[src/rtl/dly_seq_pkg.sv]
`default_nettype none
// ============================================================================
//  Module      : dly_seq_pkg
//  Description : Shared widths and FSM state encoding for the delay-load
//                sequencer (dly_load_seq) and its helpers.
//  Revision    : 1.0  initial release
// ============================================================================
package dly_seq_pkg;

    localparam int LANE_W = 3;   // lane index width
    localparam int DLY_W  = 5;   // delay tap value width
    localparam int ST_W   = 2;   // FSM state width

    localparam logic [ST_W-1:0] ST_IDLE = 2'd0;
    localparam logic [ST_W-1:0] ST_LOAD = 2'd1;
    localparam logic [ST_W-1:0] ST_GAP  = 2'd2;
    localparam logic [ST_W-1:0] ST_SET  = 2'd3;

endpackage : dly_seq_pkg
`default_nettype wire

[src/rtl/dly_load_seq_rr_arb2.sv]
`default_nettype none
// ============================================================================
//  Module      : rr_arb2
//  Description : Two-way round-robin arbiter. Grants the requester that was
//                not granted last when both are valid; the pointer only moves
//                when the granted request is actually accepted.
//  Ports       : clk, rst      - clock, synchronous active-high reset
//                i_valid[1:0]  - request valids
//                i_accept      - grant was taken this cycle
//                o_grant[1:0]  - one-hot (or zero) grant, combinational
//  Revision    : 1.0  initial release
// ============================================================================
module rr_arb2 (
    input  logic       clk,
    input  logic       rst,
    input  logic [1:0] i_valid,
    input  logic       i_accept,
    output logic [1:0] o_grant
);

    // 1 = requester 1 was granted last, so requester 0 wins a tie.
    logic r_last;

    always_ff @(posedge clk) begin
        if (rst) begin
            r_last <= 1'b1;
        end else if (i_accept) begin
            r_last <= o_grant[1];
        end
    end

    always_comb begin
        o_grant[0] = i_valid[0] & (~i_valid[1] |  r_last);
        o_grant[1] = i_valid[1] & (~i_valid[0] | ~r_last);
    end

endmodule : rr_arb2
`default_nettype wire

[src/rtl/dly_load_seq.sv]
`default_nettype none
// ============================================================================
//  Module      : dly_load_seq
//  Description : Sequences ld / set strobes toward a bank of odelay_pipe lanes.
//                Two requesters are arbitrated round-robin; an accepted
//                request drives the shared delay bus, pulses ld on its lane and
//                optionally follows with a common set strobe after SET_GAP
//                idle cycles.
//  Ports       : clk, rst                 - clock, sync active-high reset
//                dly_ready                - idelay_ctrl calibration ready
//                reqN_valid/lane/delay/commit, reqN_ready - request handshakes
//                dly_data                 - shared delay bus
//                ld[NUM_LANES-1:0], set   - load / set strobes
//                busy, pending, err       - status
//  Revision    : 1.0  initial release
// ============================================================================
module dly_load_seq
    import dly_seq_pkg::*;
#(
    parameter int NUM_LANES = 4,
    parameter int SET_GAP   = 2
) (
    input  logic                 clk,
    input  logic                 rst,
    input  logic                 dly_ready,
    input  logic                 req0_valid,
    input  logic [LANE_W-1:0]    req0_lane,
    input  logic [DLY_W-1:0]     req0_delay,
    input  logic                 req0_commit,
    output logic                 req0_ready,
    input  logic                 req1_valid,
    input  logic [LANE_W-1:0]    req1_lane,
    input  logic [DLY_W-1:0]     req1_delay,
    input  logic                 req1_commit,
    output logic                 req1_ready,
    output logic [DLY_W-1:0]     dly_data,
    output logic [NUM_LANES-1:0] ld,
    output logic                 set,
    output logic                 busy,
    output logic                 pending,
    output logic                 err
);

    localparam logic [LANE_W:0] c_num_lanes = (LANE_W+1)'(NUM_LANES);
    localparam logic [3:0]      c_gap_init  = (SET_GAP > 0) ? 4'(SET_GAP - 1) : 4'd0;

    logic [ST_W-1:0]      r_state;
    logic [ST_W-1:0]      w_state_nxt;
    logic [3:0]           r_gap_cnt;
    logic                 r_commit;
    logic [DLY_W-1:0]     r_dly_data;
    logic [NUM_LANES-1:0] r_ld;
    logic                 r_set;
    logic                 r_busy;
    logic                 r_pending;
    logic                 r_err;

    logic [1:0]           w_grant;
    logic [1:0]           w_ready;
    logic                 w_idle_rdy;
    logic                 w_accept;
    logic [LANE_W-1:0]    w_sel_lane;
    logic [DLY_W-1:0]     w_sel_delay;
    logic                 w_sel_commit;
    logic                 w_lane_ok;

    logic [NUM_LANES-1:0] w_ld_nxt;
    logic                 w_set_nxt;
    logic                 w_err_nxt;
    logic                 w_pending_nxt;

    // ------------------------------------------------------------------
    // Arbitration and request selection
    // ------------------------------------------------------------------
    rr_arb2 u_arb (
        .clk      (clk),
        .rst      (rst),
        .i_valid  ({req1_valid, req0_valid}),
        .i_accept (w_accept),
        .o_grant  (w_grant)
    );

    // Readies are the only combinational outputs; rst masks them so nothing
    // can be handed over in the reset cycle.
    assign w_idle_rdy   = (r_state == ST_IDLE) & dly_ready & ~rst;
    assign w_ready      = w_grant & {2{w_idle_rdy}};
    assign w_accept     = |w_ready;
    assign req0_ready   = w_ready[0];
    assign req1_ready   = w_ready[1];

    assign w_sel_lane   = w_ready[1] ? req1_lane   : req0_lane;
    assign w_sel_delay  = w_ready[1] ? req1_delay  : req0_delay;
    assign w_sel_commit = w_ready[1] ? req1_commit : req0_commit;
    assign w_lane_ok    = ({1'b0, w_sel_lane} < c_num_lanes);

    // ------------------------------------------------------------------
    // State register (also holds the registered outputs and datapath)
    // ------------------------------------------------------------------
    always_ff @(posedge clk) begin
        if (rst) begin
            r_state    <= ST_IDLE;
            r_gap_cnt  <= 4'd0;
            r_commit   <= 1'b0;
            r_dly_data <= '0;
            r_ld       <= '0;
            r_set      <= 1'b0;
            r_busy     <= 1'b0;
            r_pending  <= 1'b0;
            r_err      <= 1'b0;
        end else begin
            r_state   <= w_state_nxt;
            r_ld      <= w_ld_nxt;
            r_set     <= w_set_nxt;
            r_busy    <= (w_state_nxt != ST_IDLE);
            r_pending <= w_pending_nxt;
            r_err     <= w_err_nxt;
            if (w_accept && w_lane_ok) begin
                r_commit   <= w_sel_commit;
                r_dly_data <= w_sel_delay;
            end
            if (r_state == ST_GAP) begin
                r_gap_cnt <= r_gap_cnt - 4'd1;
            end else begin
                r_gap_cnt <= c_gap_init;
            end
        end
    end

    // ------------------------------------------------------------------
    // Next-state logic
    // ------------------------------------------------------------------
    always_comb begin
        w_state_nxt = r_state;
        case (r_state)
            ST_IDLE: begin
                if (w_accept && w_lane_ok) w_state_nxt = ST_LOAD;
            end
            ST_LOAD: begin
                if (!dly_ready)    w_state_nxt = ST_IDLE;
                else if (r_commit) w_state_nxt = (SET_GAP == 0) ? ST_SET : ST_GAP;
                else               w_state_nxt = ST_IDLE;
            end
            ST_GAP: begin
                if (!dly_ready)              w_state_nxt = ST_IDLE;
                else if (r_gap_cnt == 4'd0)  w_state_nxt = ST_SET;
            end
            ST_SET: begin
                w_state_nxt = ST_IDLE;
            end
            default: w_state_nxt = ST_IDLE;
        endcase
    end

    // ------------------------------------------------------------------
    // Output logic: values to be registered for the next cycle. Strobes
    // are registered, so dly_ready is checked in the cycle before the
    // strobe would appear; a drop there cancels it and raises err.
    // ------------------------------------------------------------------
    always_comb begin
        w_ld_nxt      = '0;
        w_set_nxt     = 1'b0;
        w_err_nxt     = 1'b0;
        w_pending_nxt = r_pending;
        case (r_state)
            ST_IDLE: begin
                if (w_accept) begin
                    if (w_lane_ok) begin
                        for (int i = 0; i < NUM_LANES; i++) begin
                            w_ld_nxt[i] = (w_sel_lane == LANE_W'(i));
                        end
                    end else begin
                        w_err_nxt = 1'b1;
                    end
                end
            end
            ST_LOAD: begin
                if (!dly_ready) begin
                    w_err_nxt = 1'b1;
                end else begin
                    w_pending_nxt = 1'b1;
                    w_set_nxt     = (w_state_nxt == ST_SET);
                end
            end
            ST_GAP: begin
                if (!dly_ready) w_err_nxt = 1'b1;
                else            w_set_nxt = (w_state_nxt == ST_SET);
            end
            ST_SET: begin
                if (dly_ready) w_pending_nxt = 1'b0;
                else           w_err_nxt     = 1'b1;
            end
            default: ;
        endcase
    end

    assign dly_data = r_dly_data;
    assign ld       = r_ld;
    assign set      = r_set;
    assign busy     = r_busy;
    assign pending  = r_pending;
    assign err      = r_err;

endmodule : dly_load_seq
`default_nettype wire

[config.mk]
export PLATFORM = sky130hd
export DESIGN_NAME = dly_load_seq
export DESIGN_NICKNAME = d
export VERILOG_FILES = /design/src/rtl/dly_seq_pkg.sv /design/src/rtl/dly_load_seq_rr_arb2.sv /design/src/rtl/dly_load_seq.sv
export SDC_FILE = /design/constraint.sdc
export NUM_CORES = 1
export LEC_CHECK = 0
export ABC_CLOCK_PERIOD_IN_PS = 3200
export BUFFER_PORTS_ARGS = -buffer_cell sky130_fd_sc_hd__buf_2
export CAP_MARGIN = 20
export CORE_UTILIZATION = 45
export CTS_CLUSTER_SIZE = 20
export DETAILED_ROUTE_END_ITERATION = 10
export HOLD_SLACK_MARGIN = 0.12
export PLACE_DENSITY = 0.74
export SKIP_CTS_REPAIR_TIMING = 1
export SLEW_MARGIN = 30
export SYNTH_ARGS = -nofsm -noshare
export SYNTH_HDL_FRONTEND = slang
export SYNTH_SLANG_ARGS = --single-unit
[constraint.sdc]
create_clock -name clk -period 3.2 [get_ports clk]
set_clock_uncertainty 0.05 [all_clocks]
set_input_delay 0.16 -clock clk [delete_from_list [all_inputs] [get_ports clk]]
set_output_delay 0.16 -clock clk [all_outputs]
set_load 0.01 [all_outputs]
After elaboration in Yosys (flattened, before gate mapping)

Cells that the tools add are included.

$add $sub $neg: 1
Magnitude comparators: 1
Equality and inequality tests: 9
Mux-type cells: 17
Bitwise gates (word level): 17
Reduce and logical (&&, ||, !) cells: 13

Operators with widths:

| cell                                                                | count |
|---|---|
| 2-bit two-way mux                                                   | 5 |
| 1-bit NOT                                                           | 10 |
| 2-bit case mux with 4 select lines                                  | 1 |
| 1-bit two-way mux                                                   | 7 |
| 2-bit == test (second input constant)                               | 3 |
| 3-bit by 2-bit == test with 1-bit output (second input constant)    | 2 |
| 2-bit OR reduction                                                  | 3 |
| 3-bit OR reduction                                                  | 2 |
| 5-bit two-way mux                                                   | 1 |
| 1-bit AND                                                           | 4 |
| 4-bit logical NOT                                                   | 1 |
| 2-bit != test (second input constant)                               | 2 |
| 1-bit case mux with 2 select lines                                  | 2 |
| 2-bit nonzero test                                                  | 2 |
| 4-bit OR reduction                                                  | 1 |
| 4-bit by 1-bit subtractor with 4-bit output (second input constant) | 1 |
| 3-bit by 1-bit == test with 1-bit output (second input constant)    | 1 |
| 3-bit logical NOT                                                   | 1 |
| 3-bit less-than comparator (second input constant)                  | 1 |
| 3-bit two-way mux                                                   | 1 |
| 3-bit AND reduction                                                 | 1 |
| 2-bit AND                                                           | 1 |
| 2-bit by 1-bit == test with 1-bit output (second input constant)    | 1 |
| 2-bit logical NOT                                                   | 1 |
| 2 further kinds                                                     | 3 |

Bits in registers: 21
Input port bits: 23
Output and inout bits: 15
Logic and storage cells: 69

Logic depth before layout (Yosys ltp)

Gate-level depths: netlist of the first run.

Word-level depth: 10
Depth in mapped cells: 8
Gate-level depth less buffers: 7

By module

Synthesis of the first run repeated with hierarchy kept, for this count alone.

Cell total of the unflattened synthesis: 118
Area, all modules: 1039.7 µm²

By module, submodules not included:

| module       | instances | cells an instance | area each (µm²) | seq. area each (µm²) |
|---|---|---|---|---|
| dly_load_seq | 1         | 112               | 985.9           | 400.4 |
| rr_arb2      | 1         | 6                 | 53.8            | 20.0 |

Worst setup path before layout of the first run

No wires, ideal clock.

Kind: flip-flop to flip-flop
Start point: register r_state[0]
End point: register r_busy, in the netlist busy
Setup time: 0.120 ns
Arrival time: 1.701 ns
Data required time: 3.030 ns
Setup slack: 1.329 ns
Stages on the path, launching flop included: 8
Path buffers: 1
Clock period less this slack: 1.871 ns
Cell sequence: dfxtp_1 -> inv_1 -> ha_1 -> and3b_1 -> and4b_1 -> buf_6 -> o41a_1 -> or2_1

Word-level cells in the longest chain between the ends: 10
Elaborated cells between the ends (all ways): 16
Classes of those cells: order compare (1); eq/ne (3); mux (5); bitwise (3); reduce/logical (4)

RTL lines:

| item                                 | RTL line                                | RTL |
|---|---|---|
| start, declared                      | dly_load_seq.sv:47                      | `logic [ST_W-1:0] r_state;` |
| start signal, assigned               | dly_load_seq.sv:111                     | `r_state <= w_state_nxt;` |
| 2-bit logical NOT                    | dly_load_seq.sv:85, dly_load_seq.sv:134 |  |
| 1-bit AND (2 in series)              | dly_load_seq.sv:85                      | `assign w_idle_rdy = (r_state == ST_IDLE) & dly_ready & ~rst;` |
| 2-bit AND                            | dly_load_seq.sv:86                      | `assign w_ready = w_grant & {2{w_idle_rdy}};` |
| 3-bit two-way mux                    | dly_load_seq.sv:91                      | `assign w_sel_lane = w_ready[1] ? req1_lane : req0_lane;` |
| 3-bit less-than comparator           | dly_load_seq.sv:94                      | `assign w_lane_ok = ({1'b0, w_sel_lane} < c_num_lanes);` |
| 1-bit logical AND                    | dly_load_seq.sv:136                     | `if (w_accept && w_lane_ok) w_state_nxt = ST_LOAD;` |
| 2-bit two-way mux                    | dly_load_seq.sv:136                     |  |
| 2-bit case mux with 4 select lines * | dly_load_seq.sv:134                     | `case (r_state)` |
| 2-bit nonzero test *                 | dly_load_seq.sv:114                     | `r_busy <= (w_state_nxt != ST_IDLE);` |
| end signal, assigned                 | dly_load_seq.sv:114                     |  |
| end, declared                        | dly_load_seq.sv:54                      | `logic r_busy;` |

Every way passes the cells marked *; elsewhere a longest branch is shown, timed or not.
A chain may end at the register's enable or synchronous reset.

Worst setup path after layout of the first run

Start point: register r_state[0]
End point: register r_ld[0], in the netlist ld[0]

Word-level cells in the longest chain between the ends: 8
Elaborated cells between the ends (all ways): 12
Classes of those cells: order compare (1); mux (1); bitwise (6); reduce/logical (4)

RTL lines:

| item                         | RTL line                                | RTL |
|---|---|---|
| 2-bit logical NOT *          | dly_load_seq.sv:85, dly_load_seq.sv:164 |  |
| 1-bit AND (2 in series)      | dly_load_seq.sv:85                      |  |
| 2-bit AND                    | dly_load_seq.sv:86                      |  |
| 3-bit two-way mux            | dly_load_seq.sv:91                      |  |
| 3-bit less-than comparator   | dly_load_seq.sv:94                      |  |
| 1-bit NOT (no line)          | n/a                                     |  |
| 4-bit OR reduction (no line) | n/a                                     |  |
| end signal, assigned         | dly_load_seq.sv:112                     | `r_ld <= w_ld_nxt;` |
| end, declared                | dly_load_seq.sv:52                      | `logic [NUM_LANES-1:0] r_ld;` |

Marks and branches as above.

==> Flow_metrics.wiki, run 1 <==
{| class="wikitable"
! Metric !! Value
|-
| Horizontal extent of the die || between 50 and 60 um
|-
| Total vias in the final route || 1059
|-
| Post-synth EDFFs || 0
|-
| Global-route congestion overflow total || 0
|-
| Max rail drop VDD || approximately 0.32 mV
|-
| Die ar. || between 2000 and 3000 um2
|-
| Total wire length || between 2 and 3 mm
|-
| Start point of the critical path || r_state[0]
|-
| Post-route ant nets || 0
|-
| CTS root buffer || sky130_fd_sc_hd__clkbuf_4
|-
| Effective utilization at floorplan || between 40% and 50%
|-
| Number of buffers created by CTS || 3
|-
| Flip-flop and latch count after synthesis || 21
|-
| Maximum clock rate || around 350 MHz
|-
| Total nets after synthesis || around 140
|-
| Critical Path AT || 3050 ps
|-
| FFs w/ async S/R, synth || 0%
|-
| First-pass GRT wire length || 3.70 mm
|-
| Total standard cell area after synthesis || between 1000 and 1500 um2
|-
| Cell leakage power || about 0.00069 uW
|-
| Detailed-route DRC error count || 0
|-
| Routability Congestion || 0.816
|-
| Hold WC Path Type || primary input to register
|-
| Insertion delay to the later sink of the worst-skew pair || roughly 320 ps
|-
| Maximum number of pins on one net before global-route repair || 15
|-
| Num ports || 38
|-
| Clock slew seen by the registers of the worst setup and hold paths || between 100 and 150 ps
|-
| First-pass detailed-route iteration total || 4
|-
| Initial antenna violation count || 0
|-
| Cell Area, Placed || ~1200 um2
|-
| Initial DRC Count || 35
|-
| CP Data Required Time || about 3400 ps
|-
| FILL cells || around 180
|-
| Per-instance average area after synthesis || approximately 9.3 um2
|-
| Instance count after placement with tap cells included || ~170
|-
| Share of synthesized area occupied by flip-flops and latches || between 30% and 40%
|-
| Half-perimeter wire length after placement || between 1.5 and 2 mm
|-
| Endpoints failing hold || 0
|-
| Tmin final || roughly 2900 ps
|-
| Non-filler cells in the finished layout || between 150 and 200
|-
| Buffer depth of the longest clock path || 2
|-
| Area inside the core boundary || ~2200 um2
|-
| Sort of element at the start of the critical path || register
|-
| Height of the die || around 51 um
|-
| Critical setup path kind || register to register
|-
| Via-per-instance ratio || roughly 5.3
|-
| Number of warnings reported in the yosys synthesis log || 0
|-
| Nets || 201
|-
| Clock sink count || 21
|-
| Overall power consumption || 697 uW
|-
| Count of max-cap constraint violations || 0
|-
| WHS Path Cells || 2
|-
| Layout Cell Area excl Fill || 1490 um2
|-
| Port bufs || 37
|-
| Via count of the first global-routing pass || 864
|-
| Detail-routed net length per standard cell || between 10 and 15 um
|-
| Power density over cell area || ~470 nW/um2
|-
| Slew HR || slightly above 70%
|-
| Max FO, Critical Path || 13
|-
| Result of the run || finished, final reports clean
|-
| Final TNS setup || 0 ps
|-
| Final Cycle Share || roughly 89%
|-
| Area added between synthesis and finish || 40.9%
|-
| Final-report setup violation count || 0
|-
| End of the worst register-to-register path || ld[0]
|-
| Htree depth || 1
|-
| Clock tree from TritonCTS || built
|-
| Total number of placement rows || 17
|-
| Startpoint of the worst-slack reg-to-reg timing path || r_state[0]
|-
| Cells after Synth || ~110
|-
| Number of distinct library cell variants in the gate-level netlist after synthesis || 34
|-
| Antenna diode count || 0
|-
| Destination of the critical timing path || ld[0]
|-
| Post-synth top flop || sky130_fd_sc_hd__dfxtp_1
|-
| R2R setup slack || 350 ps
|-
| Gr usage total || 19.5%
|-
| FF-to-FF path depth || 8
|-
| Layout cell share with drive strength beyond 1 || approximately 28%
|-
| Final Max Slew Viols || 0
|-
| Setup repair after global routing missed its margin || false
|-
| Worst slew pin tran || ~410 ps
|-
| Critical Path Sink Type || register
|}
## placed cells by master (no fill, tap or decap), drive strengths merged, types with 2 or more instances in the layout
cell type / n
nor2: 5
inv: 7
nand2: 13
xnor2: 2
a21oi: 8
nor3: 8
dfxtp: 21
nand3b: 4
or4: 2
a211oi: 2
and4b: 2
clkbuf: 3
nand2b: 2
a311oi: 7
nand3: 3
dlygate4sd3: 23
ha: 6
buf: 37
or2: 2
## synth_stat cells (2+ instances only)
| master | number | area share (%) |
|---|---|---|
| sky130_fd_sc_hd__dfxtp_1 | 21 | 40 |
| sky130_fd_sc_hd__nand2_1 | 13 | 4.6 |
| sky130_fd_sc_hd__a21oi_1 | 8 | 3.8 |
| sky130_fd_sc_hd__nor3_1 | 8 | 3.8 |
| sky130_fd_sc_hd__inv_1 | 7 | 2.5 |
| sky130_fd_sc_hd__a311oi_2 | 6 | 8.5 |
| sky130_fd_sc_hd__ha_1 | 6 | 7.1 |
| sky130_fd_sc_hd__nor2_1 | 5 | 1.8 |
| sky130_fd_sc_hd__nand3b_1 | 4 | 2.8 |
| sky130_fd_sc_hd__buf_2 | 3 | 1.4 |
| sky130_fd_sc_hd__nand3_1 | 3 | 1.4 |
| sky130_fd_sc_hd__a211oi_1 | 2 | 1.4 |
| sky130_fd_sc_hd__and4b_1 | 2 | 1.9 |
| sky130_fd_sc_hd__buf_6 | 2 | 2.1 |
| sky130_fd_sc_hd__nand2b_1 | 2 | 1.2 |
| sky130_fd_sc_hd__or2_1 | 2 | 1.2 |
| sky130_fd_sc_hd__or4_1 | 2 | 1.4 |
| sky130_fd_sc_hd__xnor2_1 | 2 | 1.7 |
## logic make-up (layout without fill, tap and decap cells)
family	count (synthesis)	in the layout	share of synthesized area [%]
adder cells (fa/ha/maj)	6	6	7.09
AND/OR/NAND/NOR	46	46	24.0
flip-flops	21	21	39.7
buffers and inverters	14	71	6.74
XOR/XNOR	2	2	1.66
AO/OA/AOI/OAI	25	25	20.8
## layer usage
| layer | GRT usage (%) | routed length [um] | vias up |
|---|---|---|---|
| met1 | 24.2 | 1150 | 485 |
| met4 | 11.1 | 48 | 0 |
| met5 | 0 | 0 | - |
| met2 | 32.0 | 1420 | 47 |
| li1 | - | - | 522 |
| met3 | 2.73 | 151 | 5 |
## per-stage QoR
stage / setup slack (ps) / util (%) / hold WS [ps]
after floorplan: 1330 / - / 258
after global placement: 1080 / 55.8 / 399
after detailed placement: 991 / 55.8 / 414
after CTS: 858 / 57.0 / 63.5
after global routing: 123 / 67.4 / 190
final: 349 / 67.4 / 153
## registers in the layout, indices dropped and copies added (netlist names)
register,flops
busy,1
r_state,2
pending,1
u_arb.r_last,1
dly_data,5
ld,4
r_commit,1
r_gap_cnt,4
set,1
err,1
## cell type report
class	count	area, um2	area share (%)
Sequential cell	21	420	28.2
Clock buffer	3	22.5	1.51
Tap cell	28	35.0	2.35
Inverter	7	26.3	1.76
Clock inverter	1	5.00	0.336
Timing Repair Buffer	60	415	27.9
Multi-Input combinational cell	79	567	38.0
## worst min-delay path by stage
stage / startpoint / to / slack [ps]
6_report: rst / r_gap_cnt[0] / 150
5_1_grt: rst / r_gap_cnt[0] / 190
4_1_cts: req0_lane[0] / ld[3] / 60
3_5_place_dp: r_gap_cnt[0] / r_gap_cnt[0] / 410
3_3_place_gp: r_gap_cnt[0] / r_gap_cnt[0] / 400
2_1_floorplan: req1_lane[0] / ld[3] / 260
## critical path: stages (launching register included)
cell and delay [ps]:
sky130_fd_sc_hd__dfxtp_1 400, sky130_fd_sc_hd__inv_1 120, sky130_fd_sc_hd__ha_1 210, sky130_fd_sc_hd__and3b_1 210, sky130_fd_sc_hd__nand3_1 340, sky130_fd_sc_hd__inv_1 290
sky130_fd_sc_hd__or4_1 450, sky130_fd_sc_hd__dlygate4sd3_1 570, sky130_fd_sc_hd__a21oi_1 160
## where the power goes
part | switching [uW] | total [uW] | internal, uW | leakage (uW)
logic | 128 | 250 | 122 | 0.000501
registers | 17.7 | 312 | 294 | 0.000171
clock network | 87.3 | 134 | 46.8 | 0.0000177
total | 233 | 697 | 464 | 0.000690
Note: power is estimated with default switching activity, not from simulation.
==> run 2: changes to the inputs <==
--- a/config.mk
+++ b/config.mk
@@ -5,7 +5,8 @@
 export SDC_FILE = /design/constraint.sdc
 export NUM_CORES = 1
 export LEC_CHECK = 0
-export ABC_CLOCK_PERIOD_IN_PS = 3200
+export ABC_AREA = 1
+export ABC_CLOCK_PERIOD_IN_PS = 2910
 export BUFFER_PORTS_ARGS = -buffer_cell sky130_fd_sc_hd__buf_2
 export CAP_MARGIN = 20
 export CORE_UTILIZATION = 45
==> constraint.sdc (replaced) <==
create_clock -name clk -period 2.91 [get_ports clk]
set_clock_uncertainty 0.05 [all_clocks]
set_input_delay 0.1455 -clock clk [delete_from_list [all_inputs] [get_ports clk]]
set_output_delay 0.1455 -clock clk [all_outputs]
set_load 0.01 [all_outputs]
==> run 2 against run 1 <==
Effect of this change: sequential power is essentially flat; sequential share of layout area is 3.6 points higher; clock power barely moved; register-to-register slack better by 820 ps; flip-flop and latch count unchanged; highest routed layer unchanged; setup slack improved by 690 ps; cell count is 8.0% higher; area after synthesis up 1.8%; largest power group unchanged; synthesized cell count grew 28%; utilization fell by 8.2 points.
==> Flow_metrics.wiki, run 2 <==
{| class="wikitable"
! Metric !! Value
|-
| Most instantiated library cell after synthesis || sky130_fd_sc_hd__nand2_1
|-
| Layout cell share with drive strength beyond 1 || 28.9%
|-
| Ordered cell list for the critical path || inv_1 > ha_1 > nand2_2 > nor2_4 > nand2_4 > inv_1 > buf_2
|-
| Number of warnings reported in the yosys synthesis log || 0
|-
| Clock sink count || 21
|-
| Hold_ws || 112 ps
|-
| Sum of buffers and inverters on the critical path || 3
|-
| Most area-consuming cells after synthesis || sky130_fd_sc_hd__dfxtp_1 (39%), sky130_fd_sc_hd__nand2_1 (15%), sky130_fd_sc_hd__ha_1 (7.0%)
|-
| Sort of element at the start of the critical path || register
|-
| Crit path setup slack, layout || 1040 ps
|-
| Longest individual stage delay on the worst path || 360 ps
|-
| Detail-routed net length per standard cell || between 9 and 10 um
|-
| Routability Congestion || roughly 0.84
|-
| Initial antenna violation count || 0
|-
| Cell taking the most area after synthesis || sky130_fd_sc_hd__dfxtp_1
|-
| Die ar. || ~2600 um2
|-
| Insertion delay to the later sink of the worst-skew pair || ~290 ps
|-
| Clock tree from TritonCTS || built
|-
| Hold path start || req1_lane[0]
|-
| Ranking of synthesized cells by instance count || sky130_fd_sc_hd__nand2_1 (44), sky130_fd_sc_hd__dfxtp_1 (21), sky130_fd_sc_hd__inv_1 (18)
|-
| R2R setup slack || about 1200 ps
|-
| Count of max-cap constraint violations || 0
|-
| Buffer depth of the longest clock path || 2
|-
| Height of the die || around 51 um
|-
| Top-area cell type share of the netlist area || a little under 40%
|-
| FF-to-FF path depth || 11
|-
| Critical Path AT || ~1700 ps
|-
| Flip-flop count of the largest register after layout || 5
|-
| Final-report setup violation count || 0
|-
| FFs w/ async S/R, synth || 0%
|-
| Total vias in the final route || between 1000 and 1500
|-
| Power density over cell area || 445 nW/um2
|-
| Result of the run || finished, final reports clean
|-
| Num ports || 38
|-
| Flip-flop and latch count after synthesis || 21
|-
| Global-route congestion overflow total || 0
|-
| Cell leakage power || about 0.00074 uW
|-
| Standard cell with the maximum stage delay on the critical path || sky130_fd_sc_hd__dfxtp_1
|-
| Most common cell after layout, fill and taps aside || sky130_fd_sc_hd__nand2_1
|-
| Final Max Slew Viols || 0
|-
| First-pass GRT wire length || between 3 and 4 mm
|-
| Post-route ant nets || 0
|-
| Share of the core filled with cells || 59.2%
|-
| CTS root buffer || sky130_fd_sc_hd__clkbuf_4
|-
| Number of buffers created by CTS || 3
|-
| Startpoint of the worst-slack reg-to-reg timing path || r_state[0]
|-
| First-pass detailed-route iteration total || 6
|-
| Most frequent cells in the layout || sky130_fd_sc_hd__nand2_1 (44), sky130_fd_sc_hd__buf_2 (37), sky130_fd_sc_hd__dfxtp_1 (21), sky130_fd_sc_hd__inv_1 (18), sky130_fd_sc_hd__nor2_1 (14)
|-
| Half-perimeter wire length after placement || approximately 1.7 mm
|-
| Area added between synthesis and finish || 22.8%
|-
| Worst slew pin tran || approximately 270 ps
|-
| Clock slew seen by the registers of the worst setup and hold paths || 110 ps
|-
| WHS Path Cells || 4
|-
| Maximum number of pins on one net before global-route repair || 15
|-
| Share of synthesized area occupied by flip-flops and latches || 39.0%
|-
| Hold WC Path Type || primary input to register
|-
| Gr usage total || approximately 20%
|-
| Max FO, Critical Path || 14
|-
| Critical setup path kind || register to output port
|-
| Per-instance average area after synthesis || 7.38 um2
|-
| Final TNS setup || 0 ps
|-
| Hold Path End || ld[0]
|-
| Detailed-route DRC error count || 0
|-
| Antenna diode count || 0
|-
| Total wire length || 2.12 mm
|-
| Setup repair after global routing missed its margin || false
|-
| Via count of the first global-routing pass || 977
|-
| Most common cell on crit path || sky130_fd_sc_hd__inv_1
|-
| Max rail drop VDD || ~0.28 mV
|-
| Worst slack at placement || 1180 ps
|-
| Post-synth top flop || sky130_fd_sc_hd__dfxtp_1
|-
| Number of distinct library cell variants in the gate-level netlist after synthesis || 22
|-
| End of the worst register-to-register path || busy
|-
| Total nets after synthesis || 175
|-
| Nets || roughly 220
|-
| Maximum clock rate || ~530 MHz
|-
| Via-per-instance ratio || about 4.7
|-
| Htree depth || 1
|-
| Effective utilization at floorplan || roughly half
|-
| Endpoints failing hold || 0
|-
| Final Cycle Share || ~64%
|-
| Total standard cell area after synthesis || roughly 1100 um2
|-
| Horizontal extent of the die || around 51 um
|-
| Port bufs || 37
|-
| Slew HR || about four fifths
|-
| Area inside the core boundary || about 2200 um2
|-
| Cells after Synth || 146
|-
| Post-synth EDFFs || 0
|-
| Cell family with the largest share of critical-path delay || buffers and inverters
|-
| Critical Path Sink Type || output port
|-
| Tmin final || about 1900 ps
|-
| FILL cells || about 230
|-
| Total number of placement rows || 17
|-
| Initial DRC Count || 13
|-
| CP Data Required Time || roughly 2700 ps
|}
## run 2: changes by cell type in the layout (fill, tap and decap cells not counted), moves of 4 or more
cell / before / now
sky130_fd_sc_hd__nand2_1: 13 / 44
sky130_fd_sc_hd__nor2_1: 5 / 14
sky130_fd_sc_hd__nand3b_1: 4 / 0
sky130_fd_sc_hd__a21oi_1: 8 / 12
sky130_fd_sc_hd__inv_1: 7 / 18
sky130_fd_sc_hd__nor3_1: 8 / 2
sky130_fd_sc_hd__o21ai_1: 0 / 5
sky130_fd_sc_hd__a311oi_2: 6 / 0
sky130_fd_sc_hd__dlygate4sd3_1: 23 / 2
## run 2: stage by stage
stage	total power (uW)	cells	instance area, um2
floorplan	413	146	1080
global placement	455	209	1270
detailed placement	458	209	1270
CTS	594	213	1300
global route	638	215	1320
finish	589	215	1320
## run 2: metal layers
layer,share of wire (%),vias up,GRT usage [%],wire (um)
li1,-,540,-,-
met1,44,438,23.0,939
met2,51,30,35.5,1070
met3,4.4,2,3.57,93
met4,0.61,0,5.56,13
met5,0,-,0,0
## run 2: where the power goes
group	switching, uW	leakage, uW	internal (uW)
logic	82.2	0.000551	56.1
clock network	84.4	0.0000177	51.1
registers	9.71	0.000171	305
total	176	0.000739	412
## run 2: worst max path at each step
stage	start	endpoint	slack, ps	cells after the start
2_1_floorplan	r_state[0]	dly_data[0]	1410	10
6_report	r_state[0]	req1_ready	1040	7
4_1_cts	r_state[1]	req1_ready	1030	7
3_3_place_gp	r_state[0]	dly_data[4]	1250	9
5_1_grt	r_state[0]	req1_ready	860	7
3_5_place_dp	r_state[0]	busy	1180	11
## run 2: logic make-up after synthesis
logic type      count (synthesis)  share of synthesized area, %
simple gates                   76                          33.6
compound gates                 23                          12.1
flops                          21                          39.0
buf+inv                        20                          8.36
fa+ha+maj                       6                          6.97
## run 2: area by class of cell
type / instances / area, um2 / area share [%]
multi-input combinational: 105 / 567 / 42.9
sequential: 21 / 420 / 31.8
timing repair buffer: 39 / 205 / 15.5
inverter: 18 / 67.6 / 5.11
tap: 28 / 35.0 / 2.65
clock buffer: 3 / 22.5 / 1.70
clock inverter: 1 / 5.00 / 0.378
## run 2: tightest hold or removal path: cells and delay by family
kind            cells  cell delay [ps]
buf+inv             1               90
compound gates      1               70
simple gates        2              120
